==> src/rtl/input_debounce_irq_if.sv <==
// -----------------------------------------------------------------------------
// input_debounce_irq_if
//
// Purpose:
//   Bundles the signals between the input-conditioning stage and the CPU
//   side (raw pad levels, interrupt control, conditioned value and flags).
//
// Modports:
//   master : CPU/board side. Drives raw_in, irq_en, irq_ack (and edge_pol).
//            Receives port_out, flags, irq.
//   slave  : input_debounce_irq. Receives the inputs and drives the outputs.
//
// Signals:
//   raw_in   [WIDTH]  unsynchronized button/switch levels
//   irq_en   [WIDTH]  per-bit interrupt enable
//   irq_ack  [WIDTH]  per-bit flag clear (level, sampled every cycle)
//   edge_pol [WIDTH]  per-bit edge select, 0 = rising, 1 = falling
//                     (present only with INPUT_DEBOUNCE_IRQ_EDGE_SEL_EN)
//   port_out [WIDTH]  debounced, registered input value
//   flags    [WIDTH]  pending edge flags, registered
//   irq               OR of flags
//
// Optional feature macro: INPUT_DEBOUNCE_IRQ_EDGE_SEL_EN
// -----------------------------------------------------------------------------
interface input_debounce_irq_if #(
  parameter int WIDTH = 8
);

  logic [WIDTH-1:0] raw_in;
  logic [WIDTH-1:0] irq_en;
  logic [WIDTH-1:0] irq_ack;
`ifdef INPUT_DEBOUNCE_IRQ_EDGE_SEL_EN
  logic [WIDTH-1:0] edge_pol;
`endif
  logic [WIDTH-1:0] port_out;
  logic [WIDTH-1:0] flags;
  logic             irq;

`ifdef INPUT_DEBOUNCE_IRQ_EDGE_SEL_EN
  modport master (
    output raw_in, irq_en, irq_ack, edge_pol,
    input  port_out, flags, irq
  );

  modport slave (
    input  raw_in, irq_en, irq_ack, edge_pol,
    output port_out, flags, irq
  );
`else
  modport master (
    output raw_in, irq_en, irq_ack,
    input  port_out, flags, irq
  );

  modport slave (
    input  raw_in, irq_en, irq_ack,
    output port_out, flags, irq
  );
`endif

endinterface : input_debounce_irq_if

==> src/rtl/input_debounce_irq.sv <==
// -----------------------------------------------------------------------------
// input_debounce_irq
//
// Purpose:
//   Conditions raw push-button / switch levels for the CPU input ports and
//   interrupt lines. Each bit runs through a 2-flop synchronizer and a
//   per-bit debounce counter; the accepted level is presented on port_out.
//   A qualifying edge of port_out latches a sticky pending flag (if enabled
//   for that bit) and irq stays high while any flag is pending.
//
// Parameters:
//   WIDTH      number of independent input bits
//   DEB_CYCLES consecutive cycles a synchronized level must hold (1..255)
//   CNT_W      debounce counter width, 2**CNT_W > DEB_CYCLES
//
// Ports:
//   clk    system clock, rising edge
//   reset  asynchronous reset, active low
//   bus    input_debounce_irq_if.slave
//            in : raw_in, irq_en, irq_ack (edge_pol with the macro)
//            out: port_out, flags, irq
//
// Optional feature macro: INPUT_DEBOUNCE_IRQ_EDGE_SEL_EN
//   Defined   : bus.edge_pol selects rising (0) or falling (1) edges per bit.
//   Undefined : only rising edges of port_out set flags.
//
// Latency: a stable raw level reaches port_out 2 + DEB_CYCLES rising edges
// after the first edge that samples it (2 synchronizer stages, then the
// counter has to observe DEB_CYCLES consecutive differing samples).
// -----------------------------------------------------------------------------
module input_debounce_irq #(
  parameter int WIDTH      = 8,
  parameter int DEB_CYCLES = 4,
  parameter int CNT_W      = 8
) (
  input  logic                 clk,
  input  logic                 reset,
  input_debounce_irq_if.slave  bus
);

  // Elaboration-time guard on the parameter ranges.
  if (DEB_CYCLES < 1 || DEB_CYCLES > 255) begin : g_bad_deb_cycles
    $error("input_debounce_irq: DEB_CYCLES must be within 1..255");
  end
  if ((64'd1 << CNT_W) <= 64'(DEB_CYCLES)) begin : g_bad_cnt_w
    $error("input_debounce_irq: CNT_W too narrow for DEB_CYCLES");
  end

  // Terminal count: the sample that completes DEB_CYCLES consecutive
  // differing cycles is the one seen while the counter holds DEB_CYCLES-1.
  localparam logic [CNT_W-1:0] CNT_LAST = CNT_W'(DEB_CYCLES - 1);
  localparam logic [CNT_W-1:0] CNT_ONE  = CNT_W'(1);

  // ---------------------------------------------------------------------------
  // State
  // ---------------------------------------------------------------------------
  logic [WIDTH-1:0] sync1_q,    sync1_d;
  logic [WIDTH-1:0] sync2_q,    sync2_d;
  logic [WIDTH-1:0] port_out_q, port_out_d;
  logic [WIDTH-1:0] flags_q,    flags_d;
  logic [CNT_W-1:0] cnt_q [WIDTH];
  logic [CNT_W-1:0] cnt_d [WIDTH];

  // Per-bit qualifying edge of port_out on this clock.
  logic [WIDTH-1:0] changed;
  logic [WIDTH-1:0] edge_hit;

  // ---------------------------------------------------------------------------
  // Synchronizer and debounce counters
  // ---------------------------------------------------------------------------
  always_comb begin
    // NOTE: every signal written here gets a default first, so no path
    // through the block leaves a value unassigned and no latch is inferred.
    sync1_d    = bus.raw_in;
    sync2_d    = sync1_q;
    port_out_d = port_out_q;

    for (int i = 0; i < WIDTH; i++) begin
      cnt_d[i] = cnt_q[i];

      if (sync2_q[i] == port_out_q[i]) begin
        // Back at (or still at) the accepted level: any partial excursion is
        // discarded, so a glitch must start over from zero.
        cnt_d[i] = '0;
      end else if (cnt_q[i] == CNT_LAST) begin
        // Held long enough: accept the new level.
        port_out_d[i] = sync2_q[i];
        cnt_d[i]      = '0;
      end else begin
        cnt_d[i] = cnt_q[i] + CNT_ONE;
      end
    end
  end

  // ---------------------------------------------------------------------------
  // Edge qualification and pending flags
  // ---------------------------------------------------------------------------
  // A bit qualifies only on the clock where port_out actually updates.
  assign changed = port_out_d ^ port_out_q;

`ifdef INPUT_DEBOUNCE_IRQ_EDGE_SEL_EN
  // On an update the new value is 1 for a rise and 0 for a fall; XOR with
  // the polarity select turns a fall into a hit when edge_pol is 1.
  assign edge_hit = changed & (port_out_d ^ bus.edge_pol);
`else
  // Rising edges only.
  assign edge_hit = changed & port_out_d;
`endif

  always_comb begin
    // Ack clears first, then a new enabled edge sets: a set and an ack on
    // the same bit in the same cycle leaves the flag set. An edge seen while
    // the bit is disabled is dropped, and disabling never clears a flag.
    flags_d = (flags_q & ~bus.irq_ack) | (edge_hit & bus.irq_en);
  end

  // ---------------------------------------------------------------------------
  // Registers
  // ---------------------------------------------------------------------------
  always_ff @(posedge clk or negedge reset) begin
    if (!reset) begin
      sync1_q    <= '0;
      sync2_q    <= '0;
      port_out_q <= '0;
      flags_q    <= '0;
      // NOTE: the counter array is reset like any other state: it is a bank
      // of flops, not a RAM, and a count surviving reset would shorten the
      // first debounce after release.
      for (int i = 0; i < WIDTH; i++) begin
        cnt_q[i] <= '0;
      end
    end else begin
      // NOTE: non-blocking assignments so every flop samples the values from
      // before this edge; sync2 must see the old sync1, not the new one.
      sync1_q    <= sync1_d;
      sync2_q    <= sync2_d;
      port_out_q <= port_out_d;
      flags_q    <= flags_d;
      for (int i = 0; i < WIDTH; i++) begin
        cnt_q[i] <= cnt_d[i];
      end
    end
  end

  // ---------------------------------------------------------------------------
  // Outputs
  // ---------------------------------------------------------------------------
  assign bus.port_out = port_out_q;
  assign bus.flags    = flags_q;
  // OR of registered flags: glitch-free and high in the same cycle as the
  // flag that causes it.
  assign bus.irq      = |flags_q;

endmodule : input_debounce_irq

==> src/flat_wrapper.sv <==
// flat-port wrapper written by rule: the top's interface ports become plain ports
module input_debounce_irq_flat 
#(
  parameter int WIDTH      = 8,
  parameter int DEB_CYCLES = 4,
  parameter int CNT_W      = 8
)
  (clk, reset, bus_raw_in, bus_irq_en, bus_irq_ack, bus_port_out, bus_flags, bus_irq);
  input_debounce_irq_if #(.WIDTH(WIDTH)) bus_i ();
  input  logic clk;
  input  logic reset;
  input wire logic [$bits(bus_i.raw_in)-1:0] bus_raw_in;
  input wire logic [$bits(bus_i.irq_en)-1:0] bus_irq_en;
  input wire logic [$bits(bus_i.irq_ack)-1:0] bus_irq_ack;
  output wire logic [$bits(bus_i.port_out)-1:0] bus_port_out;
  output wire logic [$bits(bus_i.flags)-1:0] bus_flags;
  output wire logic [$bits(bus_i.irq)-1:0] bus_irq;
  assign bus_i.raw_in = bus_raw_in;
  assign bus_i.irq_en = bus_irq_en;
  assign bus_i.irq_ack = bus_irq_ack;
  assign bus_port_out = bus_i.port_out;
  assign bus_flags = bus_i.flags;
  assign bus_irq = bus_i.irq;
  input_debounce_irq #(.WIDTH(WIDTH), .DEB_CYCLES(DEB_CYCLES), .CNT_W(CNT_W)) u_core (.clk(clk), .reset(reset), .bus(bus_i));
endmodule
==> config.mk <==
export PLATFORM = sky130hd
export DESIGN_NAME = input_debounce_irq_flat
export DESIGN_NICKNAME = d
export VERILOG_FILES = /design/src/rtl/input_debounce_irq_if.sv /design/src/rtl/input_debounce_irq.sv /design/src/flat_wrapper.sv
export SDC_FILE = /design/constraint.sdc
export NUM_CORES = 1
export LEC_CHECK = 0
export CORE_MARGIN = 5
export CORE_UTILIZATION = 50
export CTS_CLUSTER_SIZE = 20
export DETAILED_ROUTE_END_ITERATION = 8
export PLACE_DENSITY = 0.71
export SLEW_MARGIN = 40
export SYNTH_ARGS = -nofsm -noshare
export SYNTH_HDL_FRONTEND = slang
export SYNTH_SLANG_ARGS = --single-unit
==> constraint.sdc <==
create_clock -name clk -period 2.2 [get_ports clk]
set_input_delay 0.44 -clock clk [delete_from_list [all_inputs] [get_ports clk]]
set_output_delay 0.44 -clock clk [all_outputs]
set_load 0.05 [all_outputs]
# Yosys cells after proc, flatten, opt, wreduce, memory -nomap -nowiden
# Cells that the tools add are included.
# word_totals
register_bits	96
latchBits	0
ramBits	0
romBits	0
inputBits	26
word_cells	75
n_memories	0
# classes
add_sub_neg	8
n_mul	0
div	0
n_lt_le_gt_ge	0
n_eq_ne	16
shift	0
n_mux	32
n_bitwise	6
n_reduce_logical	1
# ops
operator	n
8-bit 2-to-1 mux	16
8-bit by 1-bit adder with 8-bit output (second input constant)	8
8-bit by 2-bit equality test with 1-bit output (second input constant)	8
8-bit AND	3
1-bit 2-to-1 mux	16
1-bit equality test	8
8-bit inverter	1
8-bit bitwise OR	1
8-bit OR reduction	1
8-bit bitwise XOR	1

# Longest topological paths before layout
# logic_depth
word_depth	7
ltp_mapped	4
depth_no_buf	4

# Least setup slack after synthesis
# No wires, ideal clock.
# synth_timing
path_type	register -> output
start	register u_core.flags_q[6] (netlist: u_core.bus.flags[6])
end	output bus_irq
arrival_time_ns	1.203
required_time_ns	1.760
setup_slack_ns	0.557
stages_incl_launch_ff	3
cell_sequence	dfrtp_1 -> nor4_1 -> nand2_1
# synth_between
elab_chain_cells	1
# synth_lines
item	line_no	source
start: declaration	input_debounce_irq.sv:60	logic [WIDTH-1:0] flags_q, flags_d;
start signal: assignment	input_debounce_irq.sv:138	flags_q <= flags_d;
8-bit OR reduction	input_debounce_irq.sv:152	assign bus.irq = |flags_q;
end: declaration	flat_wrapper.sv:17	output wire logic [$bits(bus_i.irq)-1:0] bus_irq;
# No other way between the ends.

# Worst setup path after layout
# layout_timing
start	register u_core.port_out_q[3] (netlist: u_core.bus.port_out[3])
end	output bus_port_out[3]
# layout_lines
item	line_no	source
start: declaration	input_debounce_irq.sv:59	logic [WIDTH-1:0] port_out_q, port_out_d;
start signal: assignment	input_debounce_irq.sv:137	port_out_q <= port_out_d;
end: declaration	flat_wrapper.sv:15	output wire logic [$bits(bus_i.port_out)-1:0] bus_port_out;
# No word-level cell between the ends.

==> results.cfg <==
[critical_path]
arrival_ns = 1.63
crit_chain = clkdlybuf4s50_1
rrSetupSlack_ns = 0.52
r2r-end = u_core.bus.port_out[1]
timing.critical_path.to_type = output pin
worstPathBufferInverterCount = 1
timing.critical_path.slowest_stage_cell = sky130_fd_sc_hd__clkdlybuf4s50_1
worstPathMaxFanout = 5
crit-reg2reg-launch = u_core.cnt_q[52]
critical_path_class = flop to output pin
worst_r2r_path_depth = 3
cp_data_required_time_ns = 1.76
peak_per_stage_delay_on_the_critical_path_ns = 0.84
startpoint_type = flop
critical_path.top_delay_family = buffers and inverters

[timing]
hold-worst-slack_ns = 0.128
rsz0062_at_grt = false
setup_viol = 0
finClkSkew_ns = 0.00577
final_hold_fails = 0
finalMaxSlewViolations = 0
worstMarginPinSlew_ns = 0.522
clock.fmax_mhz = 482
finalCritPeriodShare_pct = 94.3
setup-tns-final_ns = 0
setup_ws_ns = 0.125
worst_slew_margin_rel_pct = 65.1
final.min_clock_period_ns = 2.07

[die]
fp-row-count = 33
die_width_microns = 103
design.core.area_sq_um = 8300
io-pin-count = 43
fp.dieArea_sq_um = 10500
die_height_microns = 103
effective_utilization_at_floorplan_pct = 51.7

[clock_network]
cts.repair_timing.setup_buffer_count = 0
cts.root.buffer_cell = sky130_fd_sc_hd__clkbuf_8
cts_hold_buf = 0
cts-buffers-inserted = 9
h-tree-depth = 3
cts_tree = yes
tritoncts_num_sinks = 96
cts_repair_resize_count = 0
clkTransAtPathRegs_ns = 0.08
clock_tree.buffer_depth = 2
insertion_delay_ns = 0.35

[global_routing]
global_route.overflow_total = 0
grt_pass1_wl_mm = 12.6
antenna_found_initial = 0
grt_pass1_vias = 2888
largest_net_degree_at_the_start_of_global_routing = 97
grt_usage_pct = 15.0

[placement]
dpl-instance-area_sq_um = 4840
gp_routability_congestion = 0.789
place.detailed.hpwl_mm = 5.17
place.port_buffers = 42
dpl_worst_slack_ns = 0.507

[synth]
synthXorXnorAreaFrac_pct = 6.53
synth_enable_flop_cells = 0
synth_top_area_share_pct = 56.0
synth_largest_area_cell = sky130_fd_sc_hd__dfrtp_1
synth.yosys.seq_area_share_pct = 56.0
multiplexer_fraction_of_the_synthesized_cell_area_pct = 2.10
synth-compound-area-share_pct = 11.2
dominantRegCellSynth = sky130_fd_sc_hd__dfrtp_1
post_synth_and_or_nand_nor_area_fraction_pct = 19.9
ys_warn_count = 0
synth_area_sq_um = 4290
syn_nets = 434
syn_avg_cell_area_sq_um = 10.7
synth_async_sr_flop_share_pct = 100
main_combinational_cell_family_by_area_after_synthesis = simple AND/OR/NAND/NOR gates
netlist_top_cells_area = sky130_fd_sc_hd__dfrtp_1 56%, sky130_fd_sc_hd__xor2_1 4.5%, sky130_fd_sc_hd__nand3_1 3.7%, sky130_fd_sc_hd__a21oi_1 3.5%, sky130_fd_sc_hd__or3_1 3.4%
synthCells = 400
synth-adder-area-share_pct = 2.33
yosysUniqueCellTypes = 34
ys_seq_elements = 96

[route]
wl_mm = 7.20
num_vias = 2961
remaining_drc_errors = 0
vias_per_cell = 5.30
drt_iter0_markers = 163
final_antenna_net_count = 0
wire_per_inst_microns = 12.9
firstDrtPassIters = 4

[finish]
post-route-util_pct = 60.4
drive_above_1_share_pct = 8.59
n_fill_cell = 654
seq_area_sq_um = 2400
area_delta_synth_final_pct = 16.9
fin_nets = 483
layout.cells.most_common = sky130_fd_sc_hd__dfrtp_1
antenna-diode-count = 0
layout_common_cells = 96 x sky130_fd_sc_hd__dfrtp_1, 40 x sky130_fd_sc_hd__clkdlybuf4s50_1, 36 x sky130_fd_sc_hd__nor2_1
layout.cell_area.non_filler_sq_um = 5010
multi_input_area_sq_um = 1800

[hold_path]
path_type_of_the_worst_min_delay_path = input pin to asynchronous set/reset pin

[run]
max-cap-violations = 0

[run_status]
outcome = finished, final reports clean

[power]
power.static_leakage_nw = 2.18
max-vdd-ir-drop_uv = 575
p_per_area_nw_per_um2 = 935
## through the flow
step                power (mW)  cells
CTS                       4.75    559
global placement          3.70    543
finish                    4.69    559
global route              4.98    559
floorplan                 3.24    400
detailed placement        3.73    543
## state kept, by name, summed over array words and instances (netlist names)
signal and flops:
u_core.cnt_q 64, u_core.sync2_q 8, u_core.bus.port_out 8, u_core.sync1_q 8, u_core.bus.flags 8
## cells in the mapped netlist (7+ instances only)
master                     number
sky130_fd_sc_hd__or3_1         23
sky130_fd_sc_hd__nand4_1        7
sky130_fd_sc_hd__xnor2_1       10
sky130_fd_sc_hd__nand2b_1      10
sky130_fd_sc_hd__nor2_1        36
sky130_fd_sc_hd__dfrtp_1       96
sky130_fd_sc_hd__o21ai_0       23
sky130_fd_sc_hd__xor2_1        22
sky130_fd_sc_hd__inv_1         16
sky130_fd_sc_hd__nand2_1       27
sky130_fd_sc_hd__ha_1           8
sky130_fd_sc_hd__a21oi_1       30
sky130_fd_sc_hd__nand3_1       32
## cells by family after synthesis
kind of cell | count (synthesis)
multiplexers | 8
AND/OR/NAND/NOR | 158
buffers and inverters | 22
flip-flops | 96
XOR/XNOR | 32
adder cells (fa/ha/maj) | 8
AO/OA/AOI/OAI | 76
## routing by layer
layer	GRT usage, %	share of wire [%]	vias up
li1	-	-	1504
met1	20.0	48	1385
met2	23.8	45	59
met3	3.18	4.6	13
met4	6.66	1.8	0
met5	0	0	-
## worst max path at each step
stage | from | end | cells past startpoint | slack, ns
finish | u_core.bus.port_out[3] | bus_port_out[3] | 1 | 0.13
detailed placement | u_core.bus.port_out[3] | bus_port_out[3] | 1 | 0.51
floorplan | u_core.bus.flags[6] | bus_irq | 2 | 0.56
CTS | u_core.bus.port_out[3] | bus_port_out[3] | 1 | 0.10
global route | u_core.bus.port_out[0] | bus_port_out[0] | 1 | 0.05
global placement | u_core.bus.flags[5] | bus_flags[5] | 1 | 0.51
## power breakdown
group	switching, mW	leakage (nW)	internal, mW
Sequential	0.282	1.27	1.99
Combinational	0.861	0.833	0.546
Clock	0.567	0.0813	0.438
Total	1.71	2.18	2.98
## final cells by class
| cell class | count | share of cell area (%) |
|---|---|---|
| sequential | 96 | 47.9 |
| multi-input combinational | 282 | 36.0 |
| timing repair buffer | 44 | 8.83 |
| clock buffer | 11 | 2.82 |
| tap | 105 | 2.62 |
| inverter | 16 | 1.20 |
| clock inverter | 5 | 0.649 |
No activity file was read; power rests on OpenSTA's default activity.
